### src/rtl/buzzer_pkg.sv
// buzzer_pkg: shared types and default effect table for buzzer_arbiter.
package buzzer_pkg;
  typedef logic [16:0] half_t;
  typedef enum logic [1:0] {IDLE, MUSIC, SFX, GAP} state_t;
  localparam int DEF_SFX = 4;
  // index 0 explode, 1 pickup, 2 hit, 3 spare
  localparam half_t [DEF_SFX-1:0] SFX_HALF = {17'd50000, 17'd75843, 17'd37922, 17'd113636};
  localparam logic [DEF_SFX-1:0][7:0] SFX_DUR = {8'd10, 8'd15, 8'd8, 8'd30};
endpackage

### src/rtl/buzzer_arbiter_tone_gen.sv
// tone_gen: square wave of a given half-period; idles high, starts low on restart.
module tone_gen
  import buzzer_pkg::*;
(
  input  logic  clk,
  input  logic  rst_n,
  input  half_t half,
  input  logic  restart,
  input  logic  active,
  output logic  wave
);
  half_t cnt, half_q;
  always_ff @(posedge clk or negedge rst_n)
    if (!rst_n) begin
      cnt <= '0;
      half_q <= '0;
      wave <= 1'b1;
    end else begin
      half_q <= half;
      if (!active || half == '0) begin
        cnt <= '0;
        wave <= 1'b1;
      end else if (restart || half != half_q) begin
        cnt <= '0;
        wave <= 1'b0;
      end else if (cnt == half - 17'd1) begin
        cnt <= '0;
        wave <= ~wave;
      end else cnt <= cnt + 17'd1;
    end
endmodule

### src/rtl/buzzer_arbiter.sv
// buzzer_arbiter: shares the board buzzer between background music and prioritised sound effects.
// Define BUZZER_SFX_PREEMPT_EN to let a higher-priority request cut off the playing effect.
module buzzer_arbiter
  import buzzer_pkg::*;
#(
  parameter int NUM_SFX = 4,
  parameter int TICK_DIV = 1_000_000,
  parameter half_t [NUM_SFX-1:0] HALF_TBL = SFX_HALF,
  parameter logic [NUM_SFX-1:0][7:0] DUR_TBL = SFX_DUR
) (
  input  logic                       clk,
  input  logic                       rst_n,
  input  logic                       en,
  input  logic [NUM_SFX-1:0]         sfx_req,
  input  logic                       music_en,
  input  half_t                      music_half,
  output logic                       Buzzer,
  output logic                       sfx_busy,
  output logic [$clog2(NUM_SFX)-1:0] sfx_idx,
  output logic [NUM_SFX-1:0]         sfx_ack
);
  localparam int IW = $clog2(NUM_SFX);
  localparam int TW = $clog2(TICK_DIV + 1);
  localparam logic [NUM_SFX-1:0] ONE = 1;
  state_t state, nxt;
  logic [NUM_SFX-1:0] pending, win_hot;
  logic [IW-1:0] win, nxt_idx;
  logic [TW-1:0] tcnt;
  logic [7:0] dur;
  logic tick, grant, preempt;
  assign tick = tcnt == TW'(TICK_DIV - 1);
  assign sfx_busy = state == SFX || state == GAP;
  always_comb begin
    win = '0;
    for (int i = NUM_SFX - 1; i >= 0; i--) if (pending[i]) win = IW'(i);
  end
`ifdef BUZZER_SFX_PREEMPT_EN
  assign preempt = state == SFX && |pending && win < sfx_idx;
`else
  assign preempt = 1'b0;
`endif
  always_comb begin
    grant = 1'b0;
    nxt = state;
    if (!en) nxt = IDLE;
    else case (state)
      IDLE, MUSIC: begin
        grant = |pending;
        nxt = music_en ? MUSIC : IDLE;
      end
      SFX: begin
        grant = preempt;
        nxt = tick && dur == 8'd1 ? GAP : SFX;
      end
      default: begin
        grant = tick && |pending;
        nxt = tick ? (music_en ? MUSIC : IDLE) : GAP;
      end
    endcase
    if (grant) nxt = SFX;
  end
  assign win_hot = grant ? ONE << win : '0;
  assign nxt_idx = grant ? win : sfx_idx;
  // tone generator sees next-cycle values so the wave changes on the same edge as the state
  tone_gen u_tone (
    .clk(clk),
    .rst_n(rst_n),
    .half(nxt == SFX ? HALF_TBL[nxt_idx] : music_half),
    .restart(grant || nxt != state),
    .active(nxt == SFX || nxt == MUSIC),
    .wave(Buzzer)
  );
  always_ff @(posedge clk or negedge rst_n)
    if (!rst_n) begin
      tcnt <= '0;
      state <= IDLE;
      pending <= '0;
      sfx_idx <= '0;
      sfx_ack <= '0;
      dur <= '0;
    end else begin
      tcnt <= tick ? '0 : tcnt + TW'(1);
      state <= nxt;
      pending <= en ? (pending & ~win_hot) | sfx_req : '0;
      sfx_idx <= nxt_idx;
      sfx_ack <= win_hot;
      dur <= grant ? DUR_TBL[win] : (state == SFX && tick) ? dur - 8'd1 : dur;
    end
endmodule
### config.mk
export PLATFORM = sky130hd
export DESIGN_NAME = buzzer_arbiter
export DESIGN_NICKNAME = d
export VERILOG_FILES = /design/src/rtl/buzzer_pkg.sv /design/src/rtl/buzzer_arbiter_tone_gen.sv /design/src/rtl/buzzer_arbiter.sv
export SDC_FILE = /design/constraint.sdc
export NUM_CORES = 1
export LEC_CHECK = 0
export CORE_MARGIN = 8
export CORE_UTILIZATION = 40
export DETAILED_ROUTE_END_ITERATION = 12
export PLACE_DENSITY = 0.54
export SETUP_SLACK_MARGIN = 0.4
export SYNTH_ARGS = -nofsm -noshare
export SYNTH_HDL_FRONTEND = slang
export SYNTH_SLANG_ARGS = --single-unit
### constraint.sdc
create_clock -name clk -period 8.7 [get_ports clk]
set_input_delay 2.175 -clock clk [delete_from_list [all_inputs] [get_ports clk]]
set_output_delay 2.175 -clock clk [all_outputs]
set_load 0.1 [all_outputs]
; Word-level counts from Yosys, hierarchy flattened
; Index checks and enable logic that the tools add are counted.
[totals]
register_bits = 75
output_inout_bits = 8
[op_classes]
addsub = 4
n_lt_le_gt_ge = 2
eq_ne = 10
shifts = 1
mux = 29
bitwise = 4
reduce_logical = 15
[ops]
columns = operator, count
row1 = $mux W17, 5
row2 = $bmux W17 S2, 1
row3 = $mux W8, 3
row4 = $add A20 B1 Y20 const B, 1
row5 = $eq A20 B20 Y1 const B, 1
row6 = $mux W20, 1
row7 = $add A17 B1 Y17 const B, 1
row8 = $eq A17 B17 Y1, 1
row9 = $logic_not A17 Y1, 1
row10 = $ne A17 B17 Y1, 1
row11 = $sub A17 B1 Y17 const B, 1
row12 = $bmux W8 S2, 1
row13 = $mux W2, 8
row14 = $eq A8 B1 Y1 const B, 1
row15 = $mux W4, 2
row16 = $sub A8 B1 Y8 const B, 1
row17 = $eq A2 B2 Y1 const B, 3
row18 = $lt A2 B3 Y1 const B, 2
row19 = $mux W1, 6
row20 = $logic_or A1 B1 Y1, 5
row21 = $and A4 B4 Y4, 1
row22 = $eq A2 B1 Y1 const B, 2
row23 = $not A4 Y4, 1
row24 = $or A4 B4 Y4, 1
row25 = other kinds (12), 14

; Logic depth before layout (Yosys ltp)
; Gate-level depths: netlist of run 1.
[logic_depth]
ltp_word = 13
depth_mapped = 24

; Cells and area by module
; A second synthesis of run 1 with hierarchy kept.
[unflattened]
hier_cells = 453
hier_area_um2 = 4400.5
[modules_own_cells]
columns = mod, n_inst, cells_per_inst, area_each_um2
row1 = buzzer_arbiter, 1, 262, 2436.1
row2 = tone_gen, 1, 191, 1964.4

; Least setup slack after synthesis of run 1
; No wires, ideal clock.
[synth_timing]
path_kind = input -> register
from = in music_en
to = reg u_tone.cnt[10]
setup_ps = 119
t_arrival_ps = 5745
t_required_ps = 8581
setup_slack_ps = 2836
stages = 21
cell_sequence = nand2_1 > mux2_2 > a21oi_1 > o21ai_0 > ha_1 > buf_4 > buf_4 > buf_4 > nor2b_1 > a21oi_1 > ha_1 > o211ai_1 > nor2_1 > a21boi_0 > or4_4 > a2111oi_4 > nand3_1 > nor4_2 > a21o_2 > buf_6 > nor2_1
[synth_between]
elab_chain_len = 12
elab_cells_between_ends = 21
[synth_rtl]
columns = element, line_no
row1 = "start, declared", buzzer_arbiter.sv:15  ; input logic music_en,
row2 = $mux W1 *, "buzzer_arbiter.sv:49, buzzer_arbiter.sv:57"
row3 = $mux W2, buzzer_arbiter.sv:57  ; nxt = tick ? (music_en ? MUSIC : IDLE) : GAP;
row4 = $pmux W2 S2 *, buzzer_arbiter.sv:46  ; else case (state)
row5 = $mux W2 *, buzzer_arbiter.sv:45  ; if (!en) nxt = IDLE;
row6 = $mux W2 *, buzzer_arbiter.sv:60  ; if (grant) nxt = SFX;
row7 = $eq A2 B2 Y1, "buzzer_arbiter.sv:68, buzzer_arbiter.sv:70"
row8 = $mux W17, buzzer_arbiter.sv:68  ; .half(nxt == SFX ? HALF_TBL[nxt_idx] : music_half),
row9 = $sub A17 B1 Y17, buzzer_arbiter_tone_gen.sv:26  ; end else if (cnt == half - 17'd1) begin
row10 = $eq A17 B17 Y1, buzzer_arbiter_tone_gen.sv:26
row11 = $mux W17, buzzer_arbiter_tone_gen.sv:26
row12 = $mux W17, buzzer_arbiter_tone_gen.sv:23  ; end else if (restart || half != half_q) begin
row13 = $mux W17 *, buzzer_arbiter_tone_gen.sv:20  ; if (!active || half == '0) begin
row14 = "end signal, assigned", buzzer_arbiter_tone_gen.sv:29  ; end else cnt <= cnt + 17'd1;
row15 = "end, declared", buzzer_arbiter_tone_gen.sv:12  ; half_t cnt, half_q;
; Every way passes the cells marked *; elsewhere a longest branch is shown, timed or not.
; A chain may end at the register's enable or synchronous reset.

; Worst setup path in the final report of run 1
[layout_timing]
from = in en
to = reg u_tone.cnt[12]
[layout_between]
elab_chain_len = 10
elab_cells_between_ends = 22
[layout_rtl]
columns = element, line_no
row1 = "start, declared", buzzer_arbiter.sv:13  ; input logic en,
row2 = $mux W1 *, buzzer_arbiter.sv:45
row3 = $mux W2 *, buzzer_arbiter.sv:63  ; assign nxt_idx = grant ? win : sfx_idx;
row4 = named net nxt_idx[1], buzzer_arbiter.sv:27  ; logic [IW-1:0] win, nxt_idx;
row5 = $bmux W17 S2 *, buzzer_arbiter.sv:68
row6 = $mux W17 (not written as such) *, buzzer_arbiter.sv:68
row7 = $mux W17 *, buzzer_arbiter.sv:68
row8 = $sub A17 B1 Y17, buzzer_arbiter_tone_gen.sv:26
row9 = $eq A17 B17 Y1, buzzer_arbiter_tone_gen.sv:26
row10 = $mux W17, buzzer_arbiter_tone_gen.sv:26
row11 = $mux W17, buzzer_arbiter_tone_gen.sv:23
row12 = $mux W17 *, buzzer_arbiter_tone_gen.sv:20
; Mark *: on every way through the listed nets, which the timed path passes. The rest lies on a longest branch. The select of a mux whose other input is x is not followed.

==> impl_results.md, run 1 <==
* Status: completed
* Post-route antenna net violation count at 0
* Total DRC errors in the routed layout at 0
* Leading cell type in the layout, fill and taps excluded: sky130_fd_sc_hd__dfrtp_1
* Area taken by flip-flops and latches at ~1900 µm²
* Simple-gate share of the synthesized area at 0.219
* Final-stage net count at 545
* Fin Clk Skew at about 0.013 ns
* Post-CTS resize count at 0
* Library cell used as clock root buffer: sky130_fd_sc_hd__clkbuf_8
* Total nets after synthesis at 513
* Mean number of vias per cell at ~5.3
* Compound-gate portion of the synthesized area at 0.125
* CTS buffer count at 9
* RSZ-0062 raised after global routing: no
* Number of max-slew violations in the final report at 0
* Share of cell area taken by muxes after synthesis at 0.0257
* Worst Path Max Fanout at 17
* Via count of the first global-routing pass at 3487
* Hold Fails Final Rpt at 0
* Core region area at 10900 µm²
* Final routed wire length divided by cell count at 15.9 µm
* Critical path start-end classification: input port to register
* Synth Area in Adders at 0.0307
* Deepest clock path buffer count at 2
* Design Area, Final at ~5000 µm²
* Routed wire length at 10400 µm
* Post-synth EDFFs at 0
* Max Clk Rate at about 140 MHz
* Tightest slew margin relative to the limit at 0.354
* Number of violations reported at the end of detailed-routing iteration 0 at between 200 and 250
* Starting density of the core at 0.411
* Cell Area, Synth at between 4000 and 5000 µm²
* Leakage at 2.15 nW
* Required arrival time at the worst endpoint at 8.94 ns
* Fin crit share at 0.794
* Number of hold buffers added after cts at 0
* Final critical-path required period at around 6.9 ns
* CTS tree: built
* Clock-pin slew on the worst setup and hold paths at around 0.08 ns
* Combined global-route utilization of all metal layers at 0.150
* Row count at 38
* Final non-filler cell total at 654
* Number of max-cap violations at 0
* Clock sink count at 75
* Deepest level of the CTS H-tree at 3
* Number of distinct library cells after synthesis at slightly below 60
* Setup fix buffers added after clock tree synthesis at 0
* Antenna violations before repair at 0
* Sequential cell area fraction in the yosys report at 0.419
* Wire length of the first global-routing pass at 17500 µm
* Slew at the pin closest to its max-slew limit at 0.966 ns
* Vert. Die Dim at between 100 and 150 µm
* Power Density at 165 nW/µm²
* Post-detail-place hpwl at 7870 µm
* Final Wtd Congestion at 0.806
* I/O pin count at 33
* Final setup TNS at 0 ns
* Arrival time of the worst setup path at 7.15 ns
* Synth Flop Type: sky130_fd_sc_hd__dfrtp_1
* Number of port buffers at 32
* Yosys reg bits at 75
* Finish-stage setup viols at 0
* Worst hold path class: register to register
* ANT cells at 0
* Multi-input gate area at 2420 µm²
* Area enclosed by the die boundary at about 15000 µm²
* Async SR Flop Fraction at 1.00
* Maximum VDD drop at 0.0920 mV
* Iteration count of the initial detailed-routing pass at 4
* Aggregate global routing overflow at 0
* Combinational family with the most area after synthesis: simple AND/OR/NAND/NOR gates
* Synthesis warning total at 0
* Die X at 122 µm
* Post-Syn Instances at 477
* Crit start category: input port
* Total number of vias at 3472
* Most frequent cells in the layout: sky130_fd_sc_hd__dfrtp_1 (74), sky130_fd_sc_hd__nor2_1 (59), sky130_fd_sc_hd__xnor2_1 (36)
* Cell count after placement at between 600 and 700
* Largest net degree at the start of global routing at 76
* Layout-stage area growth over the synthesis result at 13.6%
* Ratio of cells with drive above 1 in the final layout at 0.0642
* Post-detailed-placement cell area at 4910 µm²
* Clock latency reported for the late side of the worst-skew pair at 0.37 ns
* Category of the worst setup path capture point: register
* Final-layout fill cell count at around 1100
* Mean instance size in the synthesized netlist at 9.39 µm²
* Fraction of synthesized cell area in xor and xnor cells at 0.140
==> per-stage QoR <==
| stage | total power [mW] | hold slack (ns) | utilization | worst slack, ns |
|---|---|---|---|---|
| 2_1_floorplan | 0.542 | 0.447 | - | 2.84 |
| 3_3_place_gp | 0.604 | 0.479 | 0.451 | 1.52 |
| 3_5_place_dp | 0.605 | 0.486 | 0.451 | 1.51 |
| 4_1_cts | 0.851 | 0.498 | 0.467 | 1.88 |
| 5_1_grt | 0.889 | 0.517 | 0.467 | 1.35 |
| 6_report | 0.839 | 0.491 | 0.467 | 1.79 |
==> layout make-up <==
cell class / count / share of cell area
Multi-Input combinational cell: 360 / 0.476
Sequential cell: 75 / 0.369
Timing Repair Buffer: 34 / 0.0654
Tap cell: 140 / 0.0344
Clock buffer: 11 / 0.0258
Inverter: 29 / 0.0214
Clock inverter: 5 / 0.00787
==> Yosys cell counts, types with 2 or more instances <==
library cell               number  area [µm²]
sky130_fd_sc_hd__nor3_1        18        90.1
sky130_fd_sc_hd__a21o_1         3        22.5
sky130_fd_sc_hd__nand3_1       20         100
sky130_fd_sc_hd__xnor2_1       36         315
sky130_fd_sc_hd__nand4_1       11        68.8
sky130_fd_sc_hd__dfrtp_1       74        1850
sky130_fd_sc_hd__and3b_1        3        26.3
sky130_fd_sc_hd__inv_1         29         109
sky130_fd_sc_hd__o22ai_1        6        37.5
sky130_fd_sc_hd__nor2_1        59         221
sky130_fd_sc_hd__and3_1        11        68.8
sky130_fd_sc_hd__nand2b_1       3        18.8
sky130_fd_sc_hd__nor4_1         7        43.8
sky130_fd_sc_hd__a31oi_1        2        12.5
sky130_fd_sc_hd__nand4b_1       3        26.3
sky130_fd_sc_hd__o211ai_1       8        60.1
sky130_fd_sc_hd__o21ai_0       14        70.1
sky130_fd_sc_hd__buf_2          3        15.0
sky130_fd_sc_hd__a21oi_1       20         100
sky130_fd_sc_hd__clkbuf_1       6        22.5
sky130_fd_sc_hd__o31ai_1        4        30.0
sky130_fd_sc_hd__ha_1          11         138
sky130_fd_sc_hd__xor2_1        33         289
sky130_fd_sc_hd__mux2_2         4        45.0
sky130_fd_sc_hd__nor3b_1        2        15.0
sky130_fd_sc_hd__or3_1          5        31.3
sky130_fd_sc_hd__mux2i_1        7        70.1
sky130_fd_sc_hd__nor4_2         3        37.5
sky130_fd_sc_hd__and4_1         2        17.5
sky130_fd_sc_hd__buf_4          3        22.5
sky130_fd_sc_hd__nand2_1       27         101
sky130_fd_sc_hd__nor2b_1        9        56.3
sky130_fd_sc_hd__and2_1         2        12.5
sky130_fd_sc_hd__a21boi_0       4        30.0
==> path summary, 6_finish.rpt <==
path | depth (start not counted) | slack (ns) | startpoint | endpoint
max reg2reg | 17 | 2.60 | tcnt[7] | u_tone.cnt[12]
max | 17 | 1.79 | en | u_tone.cnt[12]
min in group asynchronous | 1 | 1.93 | rst_n | tcnt[16]
min | 1 | 0.49 | tcnt[0] | tcnt[0]
min reg2reg | 1 | 0.49 | tcnt[0] | tcnt[0]
max in group asynchronous | 1 | 6.11 | rst_n | u_tone.cnt[0]
==> cells by family (layout without fill, tap and decap cells) <==
kind of cell               after synthesis  in the layout
AOI/OAI and AO/OA                       79             79
adders and majority gates               11             11
DFF                                     75             75
buffers and inverters                   42             79
and+or+nand+nor                        189            189
muxes                                   11             11
xor gates and xnor gates                70             70
==> registers in the layout, summed over array words and instances, names as in the netlist <==
| signal | flops |
|---|---|
| dur | 8 |
| pending | 4 |
| sfx_ack | 4 |
| sfx_idx | 2 |
| state | 2 |
| tcnt | 20 |
| u_tone.cnt | 17 |
| u_tone.half_q | 17 |
| u_tone.wave | 1 |
==> worst max-delay path, stage by stage <==
cell	delay (ns)
sky130_fd_sc_hd__clkdlybuf4s50_1	0.59
sky130_fd_sc_hd__o41a_1	0.27
sky130_fd_sc_hd__and4_1	0.29
sky130_fd_sc_hd__a21boi_4	0.13
sky130_fd_sc_hd__o21ai_0	0.57
sky130_fd_sc_hd__inv_1	0.18
sky130_fd_sc_hd__ha_1	0.30
sky130_fd_sc_hd__nor4bb_1	0.37
sky130_fd_sc_hd__o22ai_1	0.27
sky130_fd_sc_hd__nor3_1	0.54
sky130_fd_sc_hd__o211ai_1	0.26
sky130_fd_sc_hd__xnor2_1	0.23
sky130_fd_sc_hd__a2111oi_4	0.22
sky130_fd_sc_hd__nand3_1	0.14
sky130_fd_sc_hd__nor4_2	0.14
sky130_fd_sc_hd__a21o_2	0.36
sky130_fd_sc_hd__nor2_1	0.10
==> routing by layer <==
| layer | up-vias | GRT usage | routed length [µm] |
|---|---|---|---|
| li1 | 1730 | - | - |
| met1 | 1685 | 0.179 | 4710 |
| met2 | 46 | 0.259 | 5240 |
| met3 | 11 | 0.0389 | 338 |
| met4 | 0 | 0.0463 | 141 |
| met5 | - | 0 | 0 |
==> power breakdown <==
part	switching (mW)	internal, mW
sequential	0.0148	0.369
clock	0.138	0.105
combinational	0.131	0.0811
No activity file was read; power rests on OpenSTA's default activity.
==> run 2: changes to the inputs <==
Clock period 8.7 ns to 7.2 ns, I/O delays scaled along.
==> run 2 against run 1 <==
Effect of this change:
- combinational power increased by 22%
- critical path depth increased by 1
- non-clock buffer count rose by 3
- worst setup slack got worse by 0.87 ns
- die area unchanged
- cell count rose by 0.46%
- highest routed layer unchanged
==> impl_results.md, run 2 (synthesis gave the netlist of run 1 again) <==
* Status: completed
* Reg-to-Reg End: u_tone.cnt[9]
* Final worst slack at just over 0.9 ns
* Final setup TNS at 0 ns
* CTS tree: built
* Sum of internal, switching and leakage power at 1.07 mW
* Largest net degree at the start of global routing at 76
* Critical path start-end classification: input port to register
* RSZ-0062 raised after global routing: no
* Number of hold buffers added after cts at 0
* Leakage at 2.20 nW
* Area enclosed by the die boundary at 14800 µm²
* Cell family with most CP delay: compound AO/OA/AOI/OAI gates
* Mean number of vias per cell at 5.28
* Deepest level of the CTS H-tree at 3
* Count of buffer and inverter cells on the critical path at 1
* I/O pin count at 33
* Ratio of cells with drive above 1 in the final layout at 0.0735
* R2R setup slack at approximately 1.3 ns
* Number of max-slew violations in the final report at 0
* CP max stage cell: sky130_fd_sc_hd__clkdlybuf4s50_1
* Combined global-route utilization of all metal layers at 0.151
* Maximum VDD drop at 0.0961 mV
* Final critical-path required period at 6.27 ns
* Core region area at between 10000 and 15000 µm²
* Power Density at ~210 nW/µm²
* CTS buffer count at 9
* Final Wtd Congestion at around 0.81
* Crit path cell chain: clkdlybuf4s50_1, o41a_1, and4_1, a21boi_4, o21ai_0, ha_1, nor2b_1, a21oi_1, ha_1, o211ai_1, nor2_1, a21boi_0, or4_4, a2111oi_4, nand3_1, nor4_2, a21o_2, nor2_1
* Leading cell type in the layout, fill and taps excluded: sky130_fd_sc_hd__dfrtp_1
* Library cell used as clock root buffer: sky130_fd_sc_hd__clkbuf_8
* Layout-stage area growth over the synthesis result at 15.0%
* Routed wire length at 10600 µm
* Via count of the first global-routing pass at 3596
* Category of the worst setup path capture point: register
* ANT cells at 0
* Cell depth of the worst hold path at 1
* Worst Path Max Fanout at 17
* Vert. Die Dim at approximately 120 µm
* Hold Fails Final Rpt at 0
* Length in cells of the worst reg-to-reg path at 18
* Arrival time of the worst setup path at around 6.5 ns
* Tightest slew margin relative to the limit at 0.340
* Hold endpoint: tcnt[0]
* Total number of vias at between 3000 and 4000
* Worst hold path class: register to register
* Number of max-cap violations at 0
* Post-detail-place hpwl at 7960 µm
* Finish-stage setup viols at 0
* Worst slack after detailed placement at 0.555 ns
* Final-stage net count at 548
* Die X at 122 µm
* Number of port buffers at 32
* Most frequent cells in the layout: sky130_fd_sc_hd__dfrtp_1 (74), sky130_fd_sc_hd__nor2_1 (59), sky130_fd_sc_hd__xnor2_1 (36)
* Antenna violations before repair at 0
* Clock-pin slew on the worst setup and hold paths at 0.08 ns
* Number of flip-flops in the largest register at 20
* Number of violations reported at the end of detailed-routing iteration 0 at 231
* Starting density of the core at 0.411
* Deepest clock path buffer count at 2
* Worst R2R Start: tcnt[7]
* Largest registers ranked by flip-flop count: tcnt: 20 flops, u_tone.cnt: 17 flops, u_tone.half_q: 17 flops
* Setup fix buffers added after clock tree synthesis at 0
* Required arrival time at the worst endpoint at 7.43 ns
* Worst Min Path Start: tcnt[0]
* Most flops, register: tcnt
* Iteration count of the initial detailed-routing pass at 4
* Maximum cell stage delay along the critical path at 0.55 ns
* Post-CTS resize count at 0
* Fin crit share at 0.871
* Slew at the pin closest to its max-slew limit at 0.987 ns
* Wire length of the first global-routing pass at 17900 µm
* Fin Clk Skew at roughly 0.012 ns
* Final routed wire length divided by cell count at ~16 µm
* Post-route antenna net violation count at 0
* Max Clk Rate at 159 MHz
* Crit start category: input port
* Clock sink count at 75
* Total DRC errors in the routed layout at 0
* Row count at 38
* Aggregate global routing overflow at 0
* Clock latency reported for the late side of the worst-skew pair at 0.36 ns
-- run 2: cell types whose count changed in the layout (fill, tap and decap cells not counted), sizes merged --
cell / delta
clkbuf: +1
buf: +3
bufinv: +1
clkinvlp: -2
-- run 2: stage by stage --
stage                      util  hold slack, ns  instance area (µm²)  cells
after detailed placement  0.453           0.488                 4940    641
after floorplan               -           0.447                 4480    477
after global placement    0.453           0.479                 4940    641
after global routing      0.473           0.533                 5150    657
after CTS                 0.473           0.499                 5150    657
final                     0.473           0.497                 5150    657
-- run 2: worst register-to-register path, cell delays in order (launching register included) --
cell                        delay, ns
sky130_fd_sc_hd__dfrtp_1         0.44
sky130_fd_sc_hd__nor4_2          0.34
sky130_fd_sc_hd__nand4_1         0.30
sky130_fd_sc_hd__nor2_1          0.67
sky130_fd_sc_hd__a21oi_1         0.17
sky130_fd_sc_hd__o21ai_0         0.32
sky130_fd_sc_hd__ha_1            0.61
sky130_fd_sc_hd__inv_1           0.34
sky130_fd_sc_hd__a21oi_1         0.34
sky130_fd_sc_hd__ha_1            0.27
sky130_fd_sc_hd__o211ai_1        0.15
sky130_fd_sc_hd__nor2_1          0.20
sky130_fd_sc_hd__a21boi_0        0.12
sky130_fd_sc_hd__or4_4           0.45
sky130_fd_sc_hd__a2111oi_4       0.31
sky130_fd_sc_hd__nand3_1         0.13
sky130_fd_sc_hd__nor4_2          0.14
sky130_fd_sc_hd__a21o_2          0.35
sky130_fd_sc_hd__nor2_1          0.10
-- run 2: cell type report --
| type | count | area, µm² |
|---|---|---|
| Inverter | 29 | 109 |
| Fill cell | 1046 | 5740 |
| Tap cell | 140 | 175 |
| Multi-Input combinational cell | 360 | 2420 |
| Clock buffer | 12 | 165 |
| Sequential cell | 75 | 1880 |
| Timing Repair Buffer | 37 | 355 |
| Clock inverter | 4 | 47.5 |
-- run 2: routing by layer --
| metal | GRT usage | vias to the layer above | wire, µm | part of all wire |
|---|---|---|---|---|
| met5 | 0 | - | 0 | 0 |
| met2 | 0.258 | 43 | 5400 | 0.51 |
| met4 | 0.0501 | 0 | 163 | 0.015 |
| met1 | 0.187 | 1683 | 4810 | 0.45 |
| met3 | 0.0301 | 12 | 263 | 0.025 |
| li1 | - | 1732 | - | - |
-- run 2: worst max path at each step --
stage          startpoint        endpoint  slack [ns]  cells past startpoint
2_1_floorplan    music_en  u_tone.cnt[10]        1.71                     21
3_3_place_gp           en  u_tone.cnt[14]        0.69                     18
3_5_place_dp           en   u_tone.cnt[9]        0.55                     18
4_1_cts                en   u_tone.cnt[9]        0.91                     18
5_1_grt                en   u_tone.cnt[4]        0.52                     18
6_report               en   u_tone.cnt[9]        0.93                     18
-- run 2: power by group --
group / leakage (nW) / total, mW / internal [mW] / switching [mW]
clock network: 0.108 / 0.349 / 0.187 / 0.162
registers: 0.970 / 0.464 / 0.445 / 0.0184
logic: 1.12 / 0.260 / 0.0995 / 0.160
==> run 3: changes to the inputs <==
Settings changed: CTS_CLUSTER_SIZE from default to 16.
==> results of run 3 <==
No change in the layout: final DEF, timing and power equal those of run 2.
